--- src/rtl/booth_iter_mult_if.sv ---
// booth_iter_mult_if: operand/select input handshake and product output handshake of booth_iter_mult
// master drives operands, digit selects, in_valid_i and out_ready_i; slave returns in_ready_o, out_valid_o, product_o, sel_err_o
interface booth_iter_mult_if #(parameter int WIDTH = 8);
  localparam int ND = WIDTH / 2 + 1;
  logic in_valid_i;
  logic in_ready_o;
  logic [WIDTH-1:0] multiplicand_i;
  logic unsigned_i;
  logic [ND-1:0] is_zero_i;
  logic [ND-1:0] is_pos_one_i;
  logic [ND-1:0] is_pos_double_i;
  logic [ND-1:0] is_neg_one_i;
  logic [ND-1:0] is_neg_double_i;
  logic out_valid_o;
  logic out_ready_i;
  logic [2*WIDTH-1:0] product_o;
  logic sel_err_o;
  modport master (
    output in_valid_i, multiplicand_i, unsigned_i, is_zero_i, is_pos_one_i, is_pos_double_i,
           is_neg_one_i, is_neg_double_i, out_ready_i,
    input  in_ready_o, out_valid_o, product_o, sel_err_o
  );
  modport slave (
    input  in_valid_i, multiplicand_i, unsigned_i, is_zero_i, is_pos_one_i, is_pos_double_i,
           is_neg_one_i, is_neg_double_i, out_ready_i,
    output in_ready_o, out_valid_o, product_o, sel_err_o
  );
endinterface

--- src/rtl/booth_iter_mult.sv ---
// booth_iter_mult: iterative radix-4 Booth multiplier, one partial product per cycle from one-hot digit selects
// ports: clk_i, rst_i (async, active-high), bus (booth_iter_mult_if.slave: operand handshake in, product handshake out)
module booth_iter_mult #(
  parameter int WIDTH = 8
) (
  input logic clk_i,
  input logic rst_i,
  booth_iter_mult_if.slave bus
);
  localparam int ND = WIDTH / 2 + 1;
  localparam int AW = WIDTH + 2;
  localparam int PW = 2 * WIDTH + 2;
  localparam int IW = $clog2(ND);
  typedef enum logic [1:0] {IDLE, BUSY, DONE} state_t;
  state_t state, state_nxt;
  logic [AW-1:0] a_q, pp;
  logic [PW-1:0] acc, ppx;
  logic [ND-1:0] z_q, p1_q, p2_q, n1_q, n2_q;
  logic [IW-1:0] idx;
  logic [4:0] sel;
  logic err, legal, last;
  always_ff @(posedge clk_i or posedge rst_i)
    if (rst_i) state <= IDLE;
    else state <= state_nxt;
  always_comb begin
    last = idx == IW'(ND - 1);
    state_nxt = state == IDLE ? (bus.in_valid_i ? BUSY : IDLE) :
                state == BUSY ? (last ? DONE : BUSY) :
                (bus.out_ready_i ? IDLE : DONE);
  end
  always_comb begin
    bus.in_ready_o = state == IDLE;
    bus.out_valid_o = state == DONE;
    bus.product_o = acc[2*WIDTH-1:0];
    bus.sel_err_o = err;
  end
  // a malformed digit select contributes nothing and is flagged instead
  always_comb begin
    sel = {z_q[idx], p1_q[idx], p2_q[idx], n1_q[idx], n2_q[idx]};
    legal = $onehot(sel);
    pp = !legal ? '0 :
         sel[3] ? a_q :
         sel[2] ? a_q << 1 :
         sel[1] ? -a_q :
         sel[0] ? -(a_q << 1) : '0;
    ppx = {{(PW - AW){pp[AW-1]}}, pp} << {idx, 1'b0};
  end
  always_ff @(posedge clk_i or posedge rst_i)
    if (rst_i) begin
      a_q <= '0;
      z_q <= '0;
      p1_q <= '0;
      p2_q <= '0;
      n1_q <= '0;
      n2_q <= '0;
      acc <= '0;
      idx <= '0;
      err <= 1'b0;
    end else if (state == IDLE && bus.in_valid_i) begin
      a_q <= bus.unsigned_i ? {2'b00, bus.multiplicand_i} : {{2{bus.multiplicand_i[WIDTH-1]}}, bus.multiplicand_i};
      z_q <= bus.is_zero_i;
      p1_q <= bus.is_pos_one_i;
      p2_q <= bus.is_pos_double_i;
      n1_q <= bus.is_neg_one_i;
      n2_q <= bus.is_neg_double_i;
      acc <= '0;
      idx <= '0;
      err <= 1'b0;
    end else if (state == BUSY) begin
      acc <= acc + ppx;
      idx <= idx + 1'b1;
      err <= err | ~legal;
    end
endmodule

--- src/flat_wrapper.sv ---
// flat-port wrapper written by rule: the top's interface ports become plain ports
module booth_iter_mult_flat 
#(
  parameter int WIDTH = 8
)
  (clk_i, rst_i, bus_in_valid_i, bus_multiplicand_i, bus_unsigned_i, bus_is_zero_i, bus_is_pos_one_i, bus_is_pos_double_i, bus_is_neg_one_i, bus_is_neg_double_i, bus_out_ready_i, bus_in_ready_o, bus_out_valid_o, bus_product_o, bus_sel_err_o);
  booth_iter_mult_if #(.WIDTH(WIDTH)) bus_i ();
  input logic clk_i;
  input logic rst_i;
  input wire logic [$bits(bus_i.in_valid_i)-1:0] bus_in_valid_i;
  input wire logic [$bits(bus_i.multiplicand_i)-1:0] bus_multiplicand_i;
  input wire logic [$bits(bus_i.unsigned_i)-1:0] bus_unsigned_i;
  input wire logic [$bits(bus_i.is_zero_i)-1:0] bus_is_zero_i;
  input wire logic [$bits(bus_i.is_pos_one_i)-1:0] bus_is_pos_one_i;
  input wire logic [$bits(bus_i.is_pos_double_i)-1:0] bus_is_pos_double_i;
  input wire logic [$bits(bus_i.is_neg_one_i)-1:0] bus_is_neg_one_i;
  input wire logic [$bits(bus_i.is_neg_double_i)-1:0] bus_is_neg_double_i;
  input wire logic [$bits(bus_i.out_ready_i)-1:0] bus_out_ready_i;
  output wire logic [$bits(bus_i.in_ready_o)-1:0] bus_in_ready_o;
  output wire logic [$bits(bus_i.out_valid_o)-1:0] bus_out_valid_o;
  output wire logic [$bits(bus_i.product_o)-1:0] bus_product_o;
  output wire logic [$bits(bus_i.sel_err_o)-1:0] bus_sel_err_o;
  assign bus_i.in_valid_i = bus_in_valid_i;
  assign bus_i.multiplicand_i = bus_multiplicand_i;
  assign bus_i.unsigned_i = bus_unsigned_i;
  assign bus_i.is_zero_i = bus_is_zero_i;
  assign bus_i.is_pos_one_i = bus_is_pos_one_i;
  assign bus_i.is_pos_double_i = bus_is_pos_double_i;
  assign bus_i.is_neg_one_i = bus_is_neg_one_i;
  assign bus_i.is_neg_double_i = bus_is_neg_double_i;
  assign bus_i.out_ready_i = bus_out_ready_i;
  assign bus_in_ready_o = bus_i.in_ready_o;
  assign bus_out_valid_o = bus_i.out_valid_o;
  assign bus_product_o = bus_i.product_o;
  assign bus_sel_err_o = bus_i.sel_err_o;
  booth_iter_mult #(.WIDTH(WIDTH)) u_core (.clk_i(clk_i), .rst_i(rst_i), .bus(bus_i));
endmodule
--- config.mk ---
export PLATFORM = sky130hd
export DESIGN_NAME = booth_iter_mult_flat
export DESIGN_NICKNAME = d
export VERILOG_FILES = /design/src/rtl/booth_iter_mult_if.sv /design/src/rtl/booth_iter_mult.sv /design/src/flat_wrapper.sv
export SDC_FILE = /design/constraint.sdc
export NUM_CORES = 1
export LEC_CHECK = 0
export ABC_AREA = 1
export CAP_MARGIN = 5
export CORE_MARGIN = 8
export CORE_UTILIZATION = 30
export DETAILED_ROUTE_END_ITERATION = 8
export GPL_TIMING_DRIVEN = 0
export PLACE_DENSITY_LB_ADDON = 0.3
export SLEW_MARGIN = 20
export SYNTH_ARGS = -nofsm -noshare
export SYNTH_HDL_FRONTEND = slang
export SYNTH_SLANG_ARGS = --single-unit
--- constraint.sdc ---
create_clock -name clk_i -period 4.4 [get_ports clk_i]
set_input_delay 0.88 -clock clk_i [delete_from_list [all_inputs] [get_ports clk_i]]
set_output_delay 0.88 -clock clk_i [all_outputs]
set_load 0.005 [all_outputs]
# After elaboration in Yosys (flattened, before gate mapping)
# Index checks and enable logic that the tools add are counted.
# totals
output_inout_bits	19
elab_cells	56
input_bits	38
register_bits	59
# classes
n_eq_ne	4
bitwise	2
shift	1
muxes	27
n_addsub	8
magnitude_cmp	1
reduce_logical	3
# ops
cell	n
2-to-1 mux 10 bit	6
2-to-1 mux 18 bit	2
negator 10 bit	2
adder 18 bit	1
<< shifter 18 x 4 -> 18 bit	1
binary-select mux 1 bit (select 3 bit)	5
2-to-1 mux 1 bit	8
2-to-1 mux 2 bit	4
2-to-1 mux 3 bit	2
adder 1 x 1 -> 2 bit	2
less-than comparator 3 x 4 -> 1 bit, second input constant	1
adder 3 x 1 -> 3 bit	1
adder 3 x 1 -> 3 bit, second input constant	1
adder 3 bit	1
equality test 3 x 1 -> 1 bit, second input constant	1
equality test 3 bit, second input constant	1
equality test 2 x 1 -> 1 bit, second input constant	1
equality test 2 bit, second input constant	1
logical NOT 2 bit	1
nonzero test 2 bit	1
logical AND 1 bit	1
inverter 1 bit	1
bitwise OR 1 bit	1

# Longest topological paths before layout
# logic_depth
depth_word	11
depth_mapped	31

# Worst setup path after synthesis
# OpenSTA, ideal clock, no wires.
# synth_timing
path_kind	register -> register
startpoint	register u_core.idx[1]
endpoint	register u_core.acc[10]
required_time_ns	4.277
path_stages_with_launch	28
setup_ns	0.123
setup_slack_ns	-0.099
arrival_time_ns	4.376
path_cell_list	dfrtp_1 > inv_2 > buf_6 > nand3_2 > nand3_2 > nand2_4 > buf_6 > ha_1 > inv_1 > fa_1 > fa_1 > nand2_1 > nor2_1 > inv_1 > nor3_2 > inv_1 > nor4_1 > ha_1 > inv_1 > fa_1 > o21ai_0 > a21oi_1 > o21ai_0 > nand2_1 > nand2_1 > a21oi_1 > o21ai_0 > nand2_1
# synth_via
elab_chain_len	11
word_cells_on_any_way	24
classes_between	add/sub (5); eq/ne (1); shift (1); mux (17)
# synth_lines
item	line	rtl
start: declaration	booth_iter_mult.sv:19	logic [IW-1:0] idx;
start signal: assignment	booth_iter_mult.sv:71	idx <= idx + 1'b1;
binary-select mux 1 bit (select 3 bit)	booth_iter_mult.sv:39	sel = {z_q[idx], p1_q[idx], p2_q[idx], n1_q[idx], n2_q[idx]};
2-to-1 mux 1 bit (implied by the code)	booth_iter_mult.sv:39	
adder 1 x 1 -> 2 bit (implied by the code) or 2-to-1 mux 10 bit (tied branches)	booth_iter_mult.sv:40, booth_iter_mult.sv:45	
adder 3 bit (implied by the code) or 2-to-1 mux 10 bit (tied branches)	booth_iter_mult.sv:40, booth_iter_mult.sv:44	
adder 3 x 1 -> 3 bit (implied by the code) or 2-to-1 mux 10 bit (tied branches)	booth_iter_mult.sv:40, booth_iter_mult.sv:43	
equality test 3 x 1 -> 1 bit or 2-to-1 mux 10 bit (tied branches)	booth_iter_mult.sv:40, booth_iter_mult.sv:42	
2-to-1 mux 10 bit	booth_iter_mult.sv:41	pp = !legal ? '0 :
<< shifter 18 x 4 -> 18 bit (*)	booth_iter_mult.sv:46	ppx = {{(PW - AW){pp[AW-1]}}, pp} << {idx, 1'b0};
adder 18 bit (*)	booth_iter_mult.sv:70	acc <= acc + ppx;
2-to-1 mux 18 bit (*)	booth_iter_mult.sv:69	end else if (state == BUSY) begin
2-to-1 mux 18 bit (*)	booth_iter_mult.sv:59	end else if (state == IDLE && bus.in_valid_i) begin
end signal: assignment	booth_iter_mult.sv:70	
end: declaration	booth_iter_mult.sv:17	logic [PW-1:0] acc, ppx;
# Mark *: on every way between the ends. The rest lies on a longest branch, timed or not. The select of a mux whose other input is x is not followed.
# A chain may end at the register's enable or synchronous reset.

# Worst setup path in the final report
# layout_timing
startpoint	register u_core.idx[1]
endpoint	register u_core.acc[13]
# The elaborated chain is that of the path after synthesis.

==> results.md <==
- Netlist cell types: 44
- Top cell type's share of synthesized area: 0.348
- Most frequent cell after synthesis: nand2_1
- Pin count of the biggest net entering global routing: 57
- Startpoint Class: flop
- ANT cells: 0
- Largest family of logic cells by synthesized area: simple AND/OR/NAND/NOR gates
- Endpoints failing setup: 10
- Worst-path clk slew: 0.08 ns
- Post-Synthesis Cells: 575
- Post-synth top cells: nand2_1 (219), dfrtp_1 (56), inv_1 (41), nand3_1 (41), nor2_1 (36)
- Outcome: finished with violations
- First-pass detailed-route iteration total: 7
- Synth Area in Simple Gates: 0.349
- Synth Area in Adders: 0.0801
- Share of cells above drive strength 1: 0.239
- Synth Flop Type: dfrtp_1
- Synth area leader: dfrtp_1
- Mapped Nets: 637
- Tmin final: 4.71 ns
- Root Buffer: clkbuf_16
- Post-synth EDFFs: 0
- Rel. slew slack: 0.606
- Global-route wire length before repair: 20900 um
- Layout Skew: 0.0134 ns
- IO buf count: 56
- Via density: 4.91
- Die Y: 132 um
- Sequential-to-total area share from yosys stat: 0.348
- Initial antenna violation count: 0
- M2 GR Usage: 0.245
- Final Cycle Share: 1.07
- DIE AREA: 0.0174 mm^2
- CTS tree: done
- I/O pins: 57
- Initial Utilization: 0.305
- Mapped Area: 0.00403 mm^2
- Peak Freq: 212 MHz
- Met3 Track Usage GR: 0.0297
- DR iter-0 viols: 246
- Max Cap Violations: 0
- Placer's final routability congestion estimate: 0.905
- Min setup slack post-route: -0.308 ns
- Inserted Clock Buffers: 5
- Syn Area/Cell: 7.00 um^2
- Antenna-violating nets left: 0
- Worst-Skew Late Latency: 0.31 ns
- Congestion Overflow GR: 0
- H-tree depth: 2
- Compound-Gate Fraction of Synth Area: 0.139
- Hold Path Class: flop to flop
- Worst Tran Pin Value: 0.589 ns
- Core ar.: 0.0132 mm^2
- Arr. time, crit path: 4.95 ns
- Worst Path Max Fanout: 7
- Worst Path Required: 4.64 ns
- Post-synthesis xor/xnor area fraction: 0.0130
- P&R area growth vs syn: 42.5%
- Residual DRC: 0
- Mux cell area share after synthesis: 0
- Largest cells by area after synthesis: dfrtp_1 (35%), nand2_1 (20%), ha_1 (6.5%), nand3_1 (5.1%), a21oi_1 (4.0%)
- DR WL/cell: 14.5 um
- Synth warnings: 0
- Failing checks: negative setup slack
- Yosys reg bits: 56
- Routed Wire Length: 12600 um
- Asr flop ratio synth: 1.00
- Endpoint class of the critical path: flop
- Met1 usage in global routing: 0.178
- Final Hold Viols: 0
- NumNets Final: 751
- Clk sinks: 56
- Most Used Layer, Global Route: met2
- Vias in the first global route: 4261
- Die W: 132 um
- Max Buffers Root-to-Sink: 2
- WS Path Type: flop to flop
- Worst slack, placed: -0.902 ns
- RSZ-0062 raised after global routing: yes
- Pins over their slew limit: 0
- Gr usage total: 0.145
- Dpl hpwl: 9080 um
- Row Count: 42
- Overall via count from detail_route: 4250
- Cts hold-fix bufs: 0
==> worst paths after layout <==
path / slack [ns] / to / cells past startpoint / startpoint
max reg2reg: -0.31 / u_core.acc[13]$_DFFE_PP0P_ / 27 / u_core.idx[1]$_DFFE_PP0P_
min in group asynchronous: 0.97 / u_core.idx[2]$_DFFE_PP0P_ / 3 / rst_i
max in group asynchronous: 3.18 / u_core.idx[1]$_DFFE_PP0P_ / 3 / rst_i
min: 0.48 / u_core.p2_q[1]$_DFFE_PP0P_ / 2 / u_core.p2_q[1]$_DFFE_PP0P_
min reg2reg: 0.48 / u_core.p2_q[1]$_DFFE_PP0P_ / 2 / u_core.p2_q[1]$_DFFE_PP0P_
max: -0.31 / u_core.acc[13]$_DFFE_PP0P_ / 27 / u_core.idx[1]$_DFFE_PP0P_
==> cell usage in the layout, fill, tap and decap left out, drive strengths merged <==
master,synthesis,routed
nor2,41,41
nand4,4,4
a211oi,3,3
xnor2,2,2
inv,47,46
or2,2,2
fa,3,3
a31o,1,1
xor2,4,4
buf,9,61
clkdlybuf4s50,0,56
nand2,221,221
clkinv,0,2
ha,21,21
dfrtp,56,56
nor4,1,1
clkbuf,10,15
o22ai,6,6
a32oi,1,1
nor3,6,6
nand3b,1,1
o21ai,40,40
o2111ai,2,2
a22o,1,1
a21oi,34,34
clkinvlp,0,1
a32o,2,2
o31ai,2,2
a31oi,1,1
o211ai,2,2
o21bai,1,1
a21o,1,1
nand3,50,50
==> kinds of logic after synthesis <==
family                     Yosys count
AOI/OAI and AO/OA                   97
DFF                                 56
buffers and inverters               66
adders and majority gates           24
xor gates and xnor gates             6
and+or+nand+nor                    326
==> worst max-delay path: stages (launching register included) <==
cell,delay (ns)
dfrtp_2,0.49
inv_2,0.09
nor2_4,0.19
nand3_2,0.14
nand3_4,0.10
clkinv_4,0.06
ha_4,0.26
inv_2,0.03
fa_2,0.35
fa_1,0.49
nand2_1,0.06
nor2_2,0.12
buf_6,0.14
o21ai_1,0.09
nor2_1,0.14
nand2_1,0.08
nand2_1,0.09
a21oi_1,0.09
a211oi_2,0.30
ha_1,0.34
nand2_1,0.10
nor3_2,0.05
nand3_1,0.08
nand4_1,0.21
a31o_2,0.32
nand2_1,0.06
nand2_1,0.05
o21ai_1,0.12
==> metrics by stage <==
step	instances	hold WS, ns	util	setup TNS (ns)	cell area (um^2)
finish	866	0.482	0.435	-1.73	5740
floorplan	575	0.449	-	-0.0110	4030
CTS	850	0.487	0.416	-1.72	5490
global placement	807	0.467	0.365	-7.68	4810
detailed placement	808	0.467	0.367	-8.13	4840
global route	866	0.510	0.435	-4.59	5740
==> cell type report <==
cell class | instances | area [um^2]
Multi-Input combinational cell | 453 | 2680
Fill cell | 1350 | 7450
Timing Repair Buffer | 109 | 993
Tap cell | 176 | 220
Inverter | 47 | 189
Clock inverter | 2 | 16.3
Buffer | 17 | 111
Clock buffer | 6 | 129
Sequential cell | 56 | 1410
==> flip-flops by register name (all words and copies together) (netlist names) <==
signal and count:
u_core.z_q 5, u_core.a_q 9, u_core.p1_q 5, u_core.idx 3, u_core.n2_q 5, u_core.state 2
u_core.acc 16, u_core.p2_q 5, u_core.n1_q 5, u_core.bus.sel_err_o 1
==> timing repair <==
item,CTS,global route
resized for setup,72,40
setup endpoints to repair,15,13
pin swaps,40,30
buffers inserted,35,18
==> metal layers <==
metal  up-vias  part of all wire
met5         -                 0
met4         0             0.019
met3        21             0.037
met2        88              0.49
met1      2016              0.46
li1       2125                 -
Power is left out: the tool's default activity adds up to more than one toggle a clock period on the data nets, which glitch-free logic cannot reach.
